[config.mk]
export PLATFORM = sky130hd
export DESIGN_NAME = busca_instrucao_flat
export DESIGN_NICKNAME = d
export VERILOG_FILES = /design/src/rtl/busca_instrucao_pkg.sv /design/src/rtl/busca_instrucao_if.sv /design/src/rtl/busca_instrucao_reg_if_id.sv /design/src/rtl/busca_instrucao.sv /design/src/flat_wrapper.sv
export SDC_FILE = /design/constraint.sdc
export NUM_CORES = 1
export LEC_CHECK = 0
export ABC_CLOCK_PERIOD_IN_PS = 9200
export CAP_MARGIN = 20
export CORE_MARGIN = 2
export CORE_UTILIZATION = 52
export DETAILED_ROUTE_END_ITERATION = 6
export GPL_TIMING_DRIVEN = 0
export PLACE_DENSITY_LB_ADDON = 0.3
export SYNTH_ARGS = -nofsm -noshare
export SYNTH_HDL_FRONTEND = slang
export SYNTH_SLANG_ARGS = --single-unit
[constraint.sdc]
create_clock -name clk -period 9.2 [get_ports clk]
set_input_delay 1.84 -clock clk [delete_from_list [all_inputs] [get_ports clk]]
set_output_delay 1.84 -clock clk [all_outputs]
set_load 0.005 [all_outputs]
[src/rtl/busca_instrucao_pkg.sv]
// Shared definitions for the instruction fetch stage.
// Holds the RISC-V opcode constants seen by the ID stage, the NOP word
// (addi x0,x0,0) used to fill an empty or flushed IF/ID register, and the
// fetch FSM state encoding.
package busca_instrucao_pkg;

    localparam logic [6:0]  OP_TIPO_I = 7'b0010011;
    localparam logic [6:0]  OP_LOAD   = 7'b0000011;
    localparam logic [6:0]  OP_STORE  = 7'b0100011;
    localparam logic [6:0]  OP_BRANCH = 7'b1100011;

    localparam logic [31:0] NOP_INSTR = 32'h0000_0013;

    typedef enum logic [1:0] {
        INICIO    = 2'd0,  // first cycle after reset, no request yet
        BUSCA     = 2'd1,  // request outstanding
        ESPERA_ID = 2'd2,  // skid buffer full, request dropped
        DESCARTE  = 2'd3   // waiting out a stale request after a redirect
    } estado_t;

    // Forces a byte address onto a word boundary.
    function automatic logic [31:0] alinha_palavra(input logic [31:0] endereco);
        return {endereco[31:2], 2'b00};
    endfunction

endpackage

[src/rtl/busca_instrucao_if.sv]
// Instruction memory port of the fetch stage.
//   imem_req   : fetch request valid (driven by the fetch stage)
//   imem_addr  : word-aligned fetch address
//   imem_ready : imem_rdata is valid this cycle
//   imem_rdata : fetched instruction word
// Handshake: a transfer completes on a rising clk edge where imem_req and
// imem_ready are both 1. Once imem_req is raised, imem_req and imem_addr stay
// unchanged until that edge; memory only asserts imem_ready while imem_req is
// high and must tolerate a request abandoned by reset.
interface busca_instrucao_if;

    logic        imem_req;
    logic [31:0] imem_addr;
    logic        imem_ready;
    logic [31:0] imem_rdata;

    modport master (
        output imem_req,
        output imem_addr,
        input  imem_ready,
        input  imem_rdata
    );

    modport slave (
        input  imem_req,
        input  imem_addr,
        output imem_ready,
        output imem_rdata
    );

endinterface

[src/rtl/busca_instrucao_reg_if_id.sv]
// IF/ID pipeline register with a one-entry skid buffer.
//   clk, reset          : clock, asynchronous active-high reset
//   stall_i             : ID cannot accept the current IF/ID contents
//   flush_i             : squash IF/ID and skid (taken branch)
//   carrega_i           : load {dado_i, pc_i} into IF/ID (caller ensures IF/ID is free)
//   grava_skid_i        : park {dado_i, pc_i} in the skid buffer
//   skid_para_if_id_i   : move the skid entry into IF/ID and empty the skid
//   dado_i, pc_i        : fetched word and its PC
//   valid_o, instrucao_o, pc_o : IF/ID contents
//   skid_cheio_o        : skid buffer holds an entry
module busca_instrucao_reg_if_id
    import busca_instrucao_pkg::*;
#(
    parameter logic [31:0] NOP = NOP_INSTR
) (
    input  logic        clk,
    input  logic        reset,
    input  logic        stall_i,
    input  logic        flush_i,
    input  logic        carrega_i,
    input  logic        grava_skid_i,
    input  logic        skid_para_if_id_i,
    input  logic [31:0] dado_i,
    input  logic [31:0] pc_i,
    output logic        valid_o,
    output logic [31:0] instrucao_o,
    output logic [31:0] pc_o,
    output logic        skid_cheio_o
);

    logic        valid_q, valid_d;
    logic [31:0] instr_q, instr_d;
    logic [31:0] pc_q, pc_d;
    logic        skid_valid_q, skid_valid_d;
    logic [31:0] skid_instr_q, skid_instr_d;
    logic [31:0] skid_pc_q, skid_pc_d;
    logic        livre;

    // ID takes the current entry on any edge where it is empty or not stalled.
    assign livre = !valid_q || !stall_i;

    always_comb begin
        valid_d      = valid_q;
        instr_d      = instr_q;
        pc_d         = pc_q;
        skid_valid_d = skid_valid_q;
        skid_instr_d = skid_instr_q;
        skid_pc_d    = skid_pc_q;

        if (flush_i) begin
            valid_d      = 1'b0;
            instr_d      = NOP;
            skid_valid_d = 1'b0;
        end else begin
            if (grava_skid_i) begin
                skid_valid_d = 1'b1;
                skid_instr_d = dado_i;
                skid_pc_d    = pc_i;
            end
            if (skid_para_if_id_i) begin
                valid_d      = 1'b1;
                instr_d      = skid_instr_q;
                pc_d         = skid_pc_q;
                skid_valid_d = 1'b0;
            end else if (carrega_i) begin
                valid_d = 1'b1;
                instr_d = dado_i;
                pc_d    = pc_i;
            end else if (livre) begin
                // Entry consumed with nothing to replace it: insert a bubble
                // so ID never sees the same instruction twice. PC is kept.
                valid_d = 1'b0;
                instr_d = NOP;
            end
        end
    end

    always_ff @(posedge clk or posedge reset) begin
        if (reset) begin
            valid_q      <= 1'b0;
            instr_q      <= NOP;
            pc_q         <= 32'h0;
            skid_valid_q <= 1'b0;
            skid_instr_q <= NOP;
            skid_pc_q    <= 32'h0;
        end else begin
            valid_q      <= valid_d;
            instr_q      <= instr_d;
            pc_q         <= pc_d;
            skid_valid_q <= skid_valid_d;
            skid_instr_q <= skid_instr_d;
            skid_pc_q    <= skid_pc_d;
        end
    end

    assign valid_o      = valid_q;
    assign instrucao_o  = instr_q;
    assign pc_o         = pc_q;
    assign skid_cheio_o = skid_valid_q;

endmodule

[src/rtl/busca_instrucao.sv]
// Instruction fetch stage with IF/ID register.
//   clk, reset        : clock, asynchronous active-high reset
//   imem              : instruction memory port (master side)
//   stall             : ID cannot accept, IF/ID holds
//   desvio_tomado     : taken branch resolved downstream, redirect + flush
//   desvio_pc         : PC of that branch
//   desvio_imm        : sign-extended B-type immediate
//   if_id_valid, if_id_instrucao, if_id_opcode, if_id_pc : IF/ID contents to ID
//   erro_alinhamento  : one-cycle pulse, redirect target was not word aligned
//   estado_dbg        : current fetch FSM state
module busca_instrucao
    import busca_instrucao_pkg::*;
#(
    parameter logic [31:0] RESET_PC = 32'h0000_0000,
    parameter logic [31:0] NOP      = NOP_INSTR
) (
    input  logic                    clk,
    input  logic                    reset,
    busca_instrucao_if.master       imem,
    input  logic                    stall,
    input  logic                    desvio_tomado,
    input  logic [31:0]             desvio_pc,
    input  logic [31:0]             desvio_imm,
    output logic                    if_id_valid,
    output logic [31:0]             if_id_instrucao,
    output logic [6:0]              if_id_opcode,
    output logic [31:0]             if_id_pc,
    output logic                    erro_alinhamento,
    output estado_t                 estado_dbg
);

    estado_t     estado_q, estado_d;
    logic [31:0] pc_q, pc_d;
    logic        req_q, req_d;
    logic [31:0] addr_q, addr_d;
    logic        erro_q, erro_d;

    logic [31:0] alvo;
    logic [31:0] alvo_alinhado;
    logic [31:0] pc_mais4;
    logic        if_id_livre;
    logic        carrega;
    logic        grava_skid;
    logic        skid_para_if_id;
    logic        flush;
    logic        skid_cheio;

    assign alvo          = desvio_pc + desvio_imm;
    assign alvo_alinhado = alinha_palavra(alvo);
    assign pc_mais4      = pc_q + 32'd4;   // wraps silently at 2^32
    assign if_id_livre   = !if_id_valid || !stall;

    always_comb begin
        estado_d        = estado_q;
        pc_d            = pc_q;
        req_d           = req_q;
        addr_d          = addr_q;
        erro_d          = 1'b0;
        carrega         = 1'b0;
        grava_skid      = 1'b0;
        skid_para_if_id = 1'b0;
        flush           = 1'b0;

        if (desvio_tomado) begin
            // Redirect outranks stall and any response arriving this cycle.
            flush  = 1'b1;
            pc_d   = alvo_alinhado;
            erro_d = (alvo[1:0] != 2'b00);
            if (!req_q || imem.imem_ready) begin
                req_d    = 1'b1;
                addr_d   = alvo_alinhado;
                estado_d = BUSCA;
            end else begin
                // Request still in flight: address must stay put until it
                // completes, so wait it out and drop the returned word.
                estado_d = DESCARTE;
            end
        end else begin
            unique case (estado_q)
                INICIO: begin
                    req_d    = 1'b1;
                    addr_d   = pc_q;
                    estado_d = BUSCA;
                end
                BUSCA: begin
                    if (imem.imem_ready) begin
                        pc_d = pc_mais4;
                        if (if_id_livre) begin
                            carrega = 1'b1;
                            addr_d  = pc_mais4;
                        end else begin
                            grava_skid = 1'b1;
                            req_d      = 1'b0;
                            estado_d   = ESPERA_ID;
                        end
                    end
                end
                ESPERA_ID: begin
                    if (!stall) begin
                        skid_para_if_id = 1'b1;
                        req_d           = 1'b1;
                        addr_d          = pc_q;
                        estado_d        = BUSCA;
                    end
                end
                DESCARTE: begin
                    if (imem.imem_ready) begin
                        req_d    = 1'b1;
                        addr_d   = pc_q;
                        estado_d = BUSCA;
                    end
                end
                default: estado_d = INICIO;
            endcase
        end
    end

    always_ff @(posedge clk or posedge reset) begin
        if (reset) begin
            estado_q <= INICIO;
            pc_q     <= RESET_PC;
            req_q    <= 1'b0;
            addr_q   <= RESET_PC;
            erro_q   <= 1'b0;
        end else begin
            estado_q <= estado_d;
            pc_q     <= pc_d;
            req_q    <= req_d;
            addr_q   <= addr_d;
            erro_q   <= erro_d;
        end
    end

    busca_instrucao_reg_if_id #(
        .NOP (NOP)
    ) u_reg_if_id (
        .clk               (clk),
        .reset             (reset),
        .stall_i           (stall),
        .flush_i           (flush),
        .carrega_i         (carrega),
        .grava_skid_i      (grava_skid),
        .skid_para_if_id_i (skid_para_if_id),
        .dado_i            (imem.imem_rdata),
        .pc_i              (pc_q),
        .valid_o           (if_id_valid),
        .instrucao_o       (if_id_instrucao),
        .pc_o              (if_id_pc),
        .skid_cheio_o      (skid_cheio)
    );

    assign imem.imem_req   = req_q;
    assign imem.imem_addr  = addr_q;
    assign if_id_opcode    = if_id_instrucao[6:0];
    assign erro_alinhamento = erro_q;
    assign estado_dbg      = estado_q;

    // Skid occupancy is fully implied by ESPERA_ID; kept visible for debug.
    logic skid_cheio_nao_usado;
    assign skid_cheio_nao_usado = skid_cheio;

endmodule

[src/flat_wrapper.sv]
// flat-port wrapper written by rule: the top's interface ports become plain ports
module busca_instrucao_flat import busca_instrucao_pkg::*;
#(
    parameter logic [31:0] RESET_PC = 32'h0000_0000,
    parameter logic [31:0] NOP      = NOP_INSTR
)
  (clk, reset, stall, desvio_tomado, desvio_pc, desvio_imm, if_id_valid, if_id_instrucao, if_id_opcode, if_id_pc, erro_alinhamento, estado_dbg, imem_imem_req, imem_imem_addr, imem_imem_ready, imem_imem_rdata);
  busca_instrucao_if imem_i ();
  input  logic clk;
  input  logic reset;
  input  logic stall;
  input  logic desvio_tomado;
  input  logic [31:0] desvio_pc;
  input  logic [31:0] desvio_imm;
  output logic if_id_valid;
  output logic [31:0] if_id_instrucao;
  output logic [6:0] if_id_opcode;
  output logic [31:0] if_id_pc;
  output logic erro_alinhamento;
  output estado_t estado_dbg;
  output wire logic [$bits(imem_i.imem_req)-1:0] imem_imem_req;
  output wire logic [$bits(imem_i.imem_addr)-1:0] imem_imem_addr;
  input wire logic [$bits(imem_i.imem_ready)-1:0] imem_imem_ready;
  input wire logic [$bits(imem_i.imem_rdata)-1:0] imem_imem_rdata;
  assign imem_imem_req = imem_i.imem_req;
  assign imem_imem_addr = imem_i.imem_addr;
  assign imem_i.imem_ready = imem_imem_ready;
  assign imem_i.imem_rdata = imem_imem_rdata;
  busca_instrucao #(.RESET_PC(RESET_PC), .NOP(NOP)) u_core (.clk(clk), .reset(reset), .imem(imem_i), .stall(stall), .desvio_tomado(desvio_tomado), .desvio_pc(desvio_pc), .desvio_imm(desvio_imm), .if_id_valid(if_id_valid), .if_id_instrucao(if_id_instrucao), .if_id_opcode(if_id_opcode), .if_id_pc(if_id_pc), .erro_alinhamento(erro_alinhamento), .estado_dbg(estado_dbg));
endmodule
== Word-level counts from Yosys, hierarchy flattened ==
Cells that the tools add are included.

* Mux-type cells: 47
* Eq/ne operators: 9
* Bitwise gates (word level): 1
* $add $sub $neg: 2
* Reduce and logical (&&, ||, !) cells: 17

{| class="wikitable"
|+ Operators by type and width
! operator !! count
|-
| $mux 32 || 15
|-
| $pmux 32 s4 || 1
|-
| $add 32x3->32 const B || 1
|-
| $add 32x32->32 || 1
|-
| $mux 1 || 23
|-
| $mux 2 || 6
|-
| $ne 3x3->1 const B || 4
|-
| $reduce_and 5->1 || 2
|-
| $pmux 2 s4 || 1
|-
| $reduce_bool 2->1 || 4
|-
| $reduce_and 2->1 || 3
|-
| $eq 2x2->1 const B || 2
|-
| $pmux 1 s4 || 1
|-
| $reduce_and 4->1 || 1
|-
| $reduce_bool 4->1 || 1
|-
| $logic_not 1->1 || 3
|-
| $ne 3x2->1 const B || 1
|-
| $eq 2x1->1 const B || 1
|-
| $logic_not 2->1 || 1
|-
| $logic_or 1x1->1 || 2
|-
| $ne 2x1->1 const B || 1
|-
| $not 1->1 || 1
|}

* Output and inout bits: 108
* Input bits: 101
* Register bits after elaboration: 197
* Logic and storage cells: 86

== Logic depth before layout (Yosys ltp) ==
* Depth after elaboration: 9
* Mapped depth: 10
* Depth with buffers taken out: 10

== Hierarchy ==
A second synthesis with hierarchy kept.

* Cell total of the unflattened synthesis: 1031
* Area total of the unflattened synthesis: 10680.2 sq um

{| class="wikitable"
|+ By module, submodules not included
! module !! sequential area each (sq um) !! instances !! cells an instance !! area an instance (sq um)
|-
| busca_instrucao_reg_if_id || 3260.6 || 1 || 396 || 5471.5
|-
| busca_instrucao || 1626.6 || 1 || 635 || 5208.7
|}

== Worst setup path before layout ==
No wires, ideal clock.

* Path kind: input port to flip-flop
* Start point: input port desvio_pc[0]
* End point: register u_core.pc_q[24]
* Stages on the path: 10
* Library setup time: 0.134 ns
* Data required time: 9.066 ns
* Arrival: 3.879 ns
* Path buffers: 0
* Slack: 5.186 ns
* Cells stage by stage: ha_1 -> fa_1 -> a21oi_1 -> o21ai_1 -> o2111a_1 -> a211oi_1 -> o21ba_2 -> o21ai_1 -> xnor2_1 -> o21ai_0

* Word-level cells in the longest chain between the ends: 2

{| class="wikitable"
|+ RTL lines
! element !! line !! RTL
|-
| start, declared || flat_wrapper.sv:13 || <nowiki>input logic [31:0] desvio_pc;</nowiki>
|-
| $add 32x32->32 || busca_instrucao.sv:48 || <nowiki>assign alvo = desvio_pc + desvio_imm;</nowiki>
|-
| $mux 32 || busca_instrucao.sv:64 || <nowiki>if (desvio_tomado) begin</nowiki>
|-
| end signal, assigned || busca_instrucao.sv:127 || <nowiki>pc_q <= pc_d;</nowiki>
|-
| end, declared || busca_instrucao.sv:33 || <nowiki>logic [31:0] pc_q, pc_d;</nowiki>
|}

No other way between the ends.
A chain may end at the register's enable or synchronous reset.

== Worst setup path in the final report ==
* Start point: input port desvio_pc[0]
* End point: register u_core.addr_q[24] (netlist: u_core.imem.imem_addr[24])

* Word-level cells in the longest chain between the ends: 3

{| class="wikitable"
|+ RTL lines
! element !! line !! RTL
|-
| $add 32x32->32 || busca_instrucao.sv:48 ||
|-
| $mux 32 || busca_instrucao.sv:69 || <nowiki>if (!req_q || imem.imem_ready) begin</nowiki>
|-
| $mux 32 || busca_instrucao.sv:64 ||
|-
| end signal, assigned || busca_instrucao.sv:129 || <nowiki>addr_q <= addr_d;</nowiki>
|-
| end, declared || busca_instrucao.sv:35 || <nowiki>logic [31:0] addr_q, addr_d;</nowiki>
|}

No other way between the ends. The select of a mux whose other input is x is not followed.

==> metrics.cfg <==
[run_status]
status = finished clean

[worst_setup_path]
timing.rr.start = u_core.imem.imem_req$_DFFE_PP0P_
path_buf_inv = 1
crit_arrival_ns = 4.82
required_ns = 9.51
critical-path-slowest-cell = a211oi_1
path_delay_family = compound AO/OA/AOI/OAI gates
endpoint_kind = flop
slowest_delay_ns = 0.53
crit_fanout = 4
r2r-end = u_core.imem.imem_addr[31]$_DFFE_PP0P_
crit_type = input pin to flop
path_cells = clkdlybuf4s50_1, ha_1, fa_1, a21oi_1, o21ai_1, o2111a_1, a211oi_1, o21ba_2, o21ai_1, xnor2_1, o21ai_0
worstRegToRegCells = 7
reg2reg_slack_ns = 6.39
cpMostUsedCell = o21ai_1
crit_start = desvio_pc[0]
cp-start-kind = input pin

[placement]
port_buffers = 206
gp_congestion = 0.921
place_ws_ns = 4.32
dpl_cell_area_sq_um = 13000
dp.final_hpwl_um = 21100

[cts]
cts_tree = yes
clock-sinks = 190
path_clk_slew_ns = 0.07
clkLatencyLatePin_ns = 0.44
cts_buffer_depth = 2
cts_buffers = 17
postCtsHoldBufs = 0
root_buffer = clkbuf_16
h-tree-depth = 4
cts_setup_buffers = 0
cts_resized = 0

[synth]
synth_edf_count = 0
postSynthCellCount = 1056
ys_ff_latch = 190
synth.yosys.seq_area_share_pct = 45.1
ys_top_cells_by_count = 184 x dfrtp_1, 115 x nand2_1, 81 x o21ai_0
synth.largest_area_cell = dfrtp_1
synth_most_common_cell = dfrtp_1
avgSynthCellArea_sq_um = 10.0
ys_types = 73
synth.area.top_cells = dfrtp_1 44%, mux2_2 6.9%, nand2_1 4.1%
synth.top_cell.area_share_pct = 43.6
syn_area_sq_um = 10600
ys.flop_type = dfrtp_1
synthArstFlopShare_pct = 100
ys_warn_count = 0

[floorplanning]
io_pins = 209
dieHeight_um = 147
die_w_um = 147
initial_core_util_pct = 52.6
coreArea_sq_um = 20100
dieArea_sq_um = 21500
rows = 52

[global_routing]
gr-total-overflow = 0
grt_pass1_wl_um = 45600
grt_pass1_vias = 8787
grt_max_degree = 97
grt_use_total_pct = 26.7
antenna_found_initial = 0

[timing]
tightest_slew_ns = 0.854
setup_tns_ns = 0
rsz0062_at_grt = no
finalCritPeriodShare_pct = 49.0
setup_violations = 0
fmax_mhz = 222
fin_crit_ns = 4.51
clock_skew_ns = 0.0119
maxSlewViolCount = 0
maxSlewHeadroom_pct = 42.5
whs_ns = 0.479
hold_viol_final = 0
worst_slack_ns = 4.69

[power]
cellInternalPower_w = 0.00192
worst_ir_drop_vdd_v = 0.000174
power.density_nw_per_um2 = 203
pwr-share-comb_pct = 29.7
seq_power_share_pct = 43.4
power.leakage_nw = 6.03
p_clk_share_pct = 26.9
switching_share_pct = 30.6
power.switching_w = 0.000844

[final_layout]
fillers = 1570
area_growth_pct = 28.7
finalInstanceArea_sq_um = 13600
multi_input_area_sq_um = 5210
diodes = 0
drive_above_1_share_pct = 12.4
final_util_pct = 67.7
fin_nets = 1417
seqCellArea_sq_um = 4760

[route]
vias = 9090
antenna_left = 0
totalWireLength_um = 28800
wl_per_cell_um = 18.4
vias_per_cell = 5.80
drc = 0
drt_iter0_drc = 831
drt-pass1-iter-count = 6

[worst_hold_path]
hold_path_startpoint = u_core.u_reg_if_id.skid_pc_q[15]$_DFFE_PP0P_
hold_end = u_core.u_reg_if_id.pc_o[15]$_DFFE_PP0P_
worstHoldPathCells = 2
worst_hold_path_type = flop to flop

[run]
maxCapViolations = 0

-- stage by stage --
stage	power, W	instances
global placement	0.00199	1533
CTS	0.00277	1566
global route	0.00290	1566
finish	0.00276	1566
detailed placement	0.00202	1534
floorplan	0.00162	1057
-- layout make-up --
type | instances | share of cell area, %
Sequential cell | 190 | 35.0
Multi-Input combinational cell | 746 | 38.3
Timing Repair Buffer | 207 | 15.4
Buffer | 83 | 3.36
Clock inverter | 12 | 1.01
Tap cell | 270 | 2.48
Inverter | 38 | 1.10
Clock buffer | 20 | 3.36
-- how the worst max path moves through the flow --
stage | endpoint | slack (ns) | cells after the start
after floorplan | u_core.erro_alinhamento$_DFF_PP0_ | 2.20 | 1
after global placement | u_core.u_reg_if_id.pc_o[5]$_DFFE_PP0P_ | -0.30 | 2
after detailed placement | u_core.imem.imem_addr[24]$_DFFE_PP0P_ | 4.32 | 11
after CTS | u_core.imem.imem_addr[24]$_DFFE_PP0P_ | 4.76 | 11
after global routing | u_core.imem.imem_addr[24]$_DFFE_PP0P_ | 4.59 | 11
final | u_core.imem.imem_addr[24]$_DFFE_PP0P_ | 4.69 | 11
-- cell usage in the layout, fill, tap and decap left out, types with 5 or more instances in the layout --
master	instances
nand4_1	14
a22oi_1	5
xnor2_1	47
o21ai_0	81
o221ai_1	5
a211oi_1	7
o31ai_1	11
buf_2	19
mux2_2	65
and2_1	8
buf_4	14
o21ai_1	5
nor2_1	66
mux2i_1	35
a21o_1	8
clkbuf_1	39
and4_1	6
buf_6	5
nand2_1	115
dfstp_2	6
dfrtp_1	184
nand3_1	20
o21a_1	10
ha_1	32
a21oi_1	49
clkinvlp_4	5
xor2_1	38
clkbuf_16	17
a222oi_1	29
a31oi_1	8
nor3_1	12
clkdlybuf4s50_1	206
and3_1	11
inv_1	36
-- routing by layer --
metal / track usage, % / vias up / wire length (um)
met3: 4.06 / 56 / 1610
li1: - / 4199 / -
met1: 36.6 / 4498 / 12500
met4: 9.03 / 0 / 727
met5: 0 / - / 0
met2: 43.6 / 337 / 14000
-- tightest hold or removal path: stages, from the launching register on --
cell	delay, ns
dfrtp_1	0.34
nand2_1	0.04
o21ai_0	0.06
-- power groups by stage --
stage	clock network [W]	logic (W)	registers, W
after floorplan	0	0.000446	0.00117
after global placement	0	0.000793	0.00120
after detailed placement	0	0.000815	0.00121
after CTS	0.000746	0.000823	0.00120
after global routing	0.000782	0.000892	0.00122
final	0.000742	0.000821	0.00120
-- registers in the layout, indices dropped and copies added (netlist names) --
| signal | flops |
|---|---|
| u_core.u_reg_if_id.instrucao_o | 32 |
| u_core.u_reg_if_id.skid_instr_q | 32 |
| u_core.imem.imem_addr | 31 |
| u_core.pc_q | 30 |
| u_core.u_reg_if_id.pc_o | 30 |
| u_core.u_reg_if_id.skid_pc_q | 30 |
| u_core.estado_dbg | 2 |
| u_core.erro_alinhamento | 1 |
| u_core.imem.imem_req | 1 |
| u_core.u_reg_if_id.valid_o | 1 |
-- kinds of logic after synthesis --
logic type,synth area share (%)
compound gates,15.5
flops,45.1
buf+inv,5.67
fa+ha+maj,3.98
simple gates,12.5
other cells,0.0355
mux,10.2
xor+xnor,7.04
(Power assumes the default switching activity.)
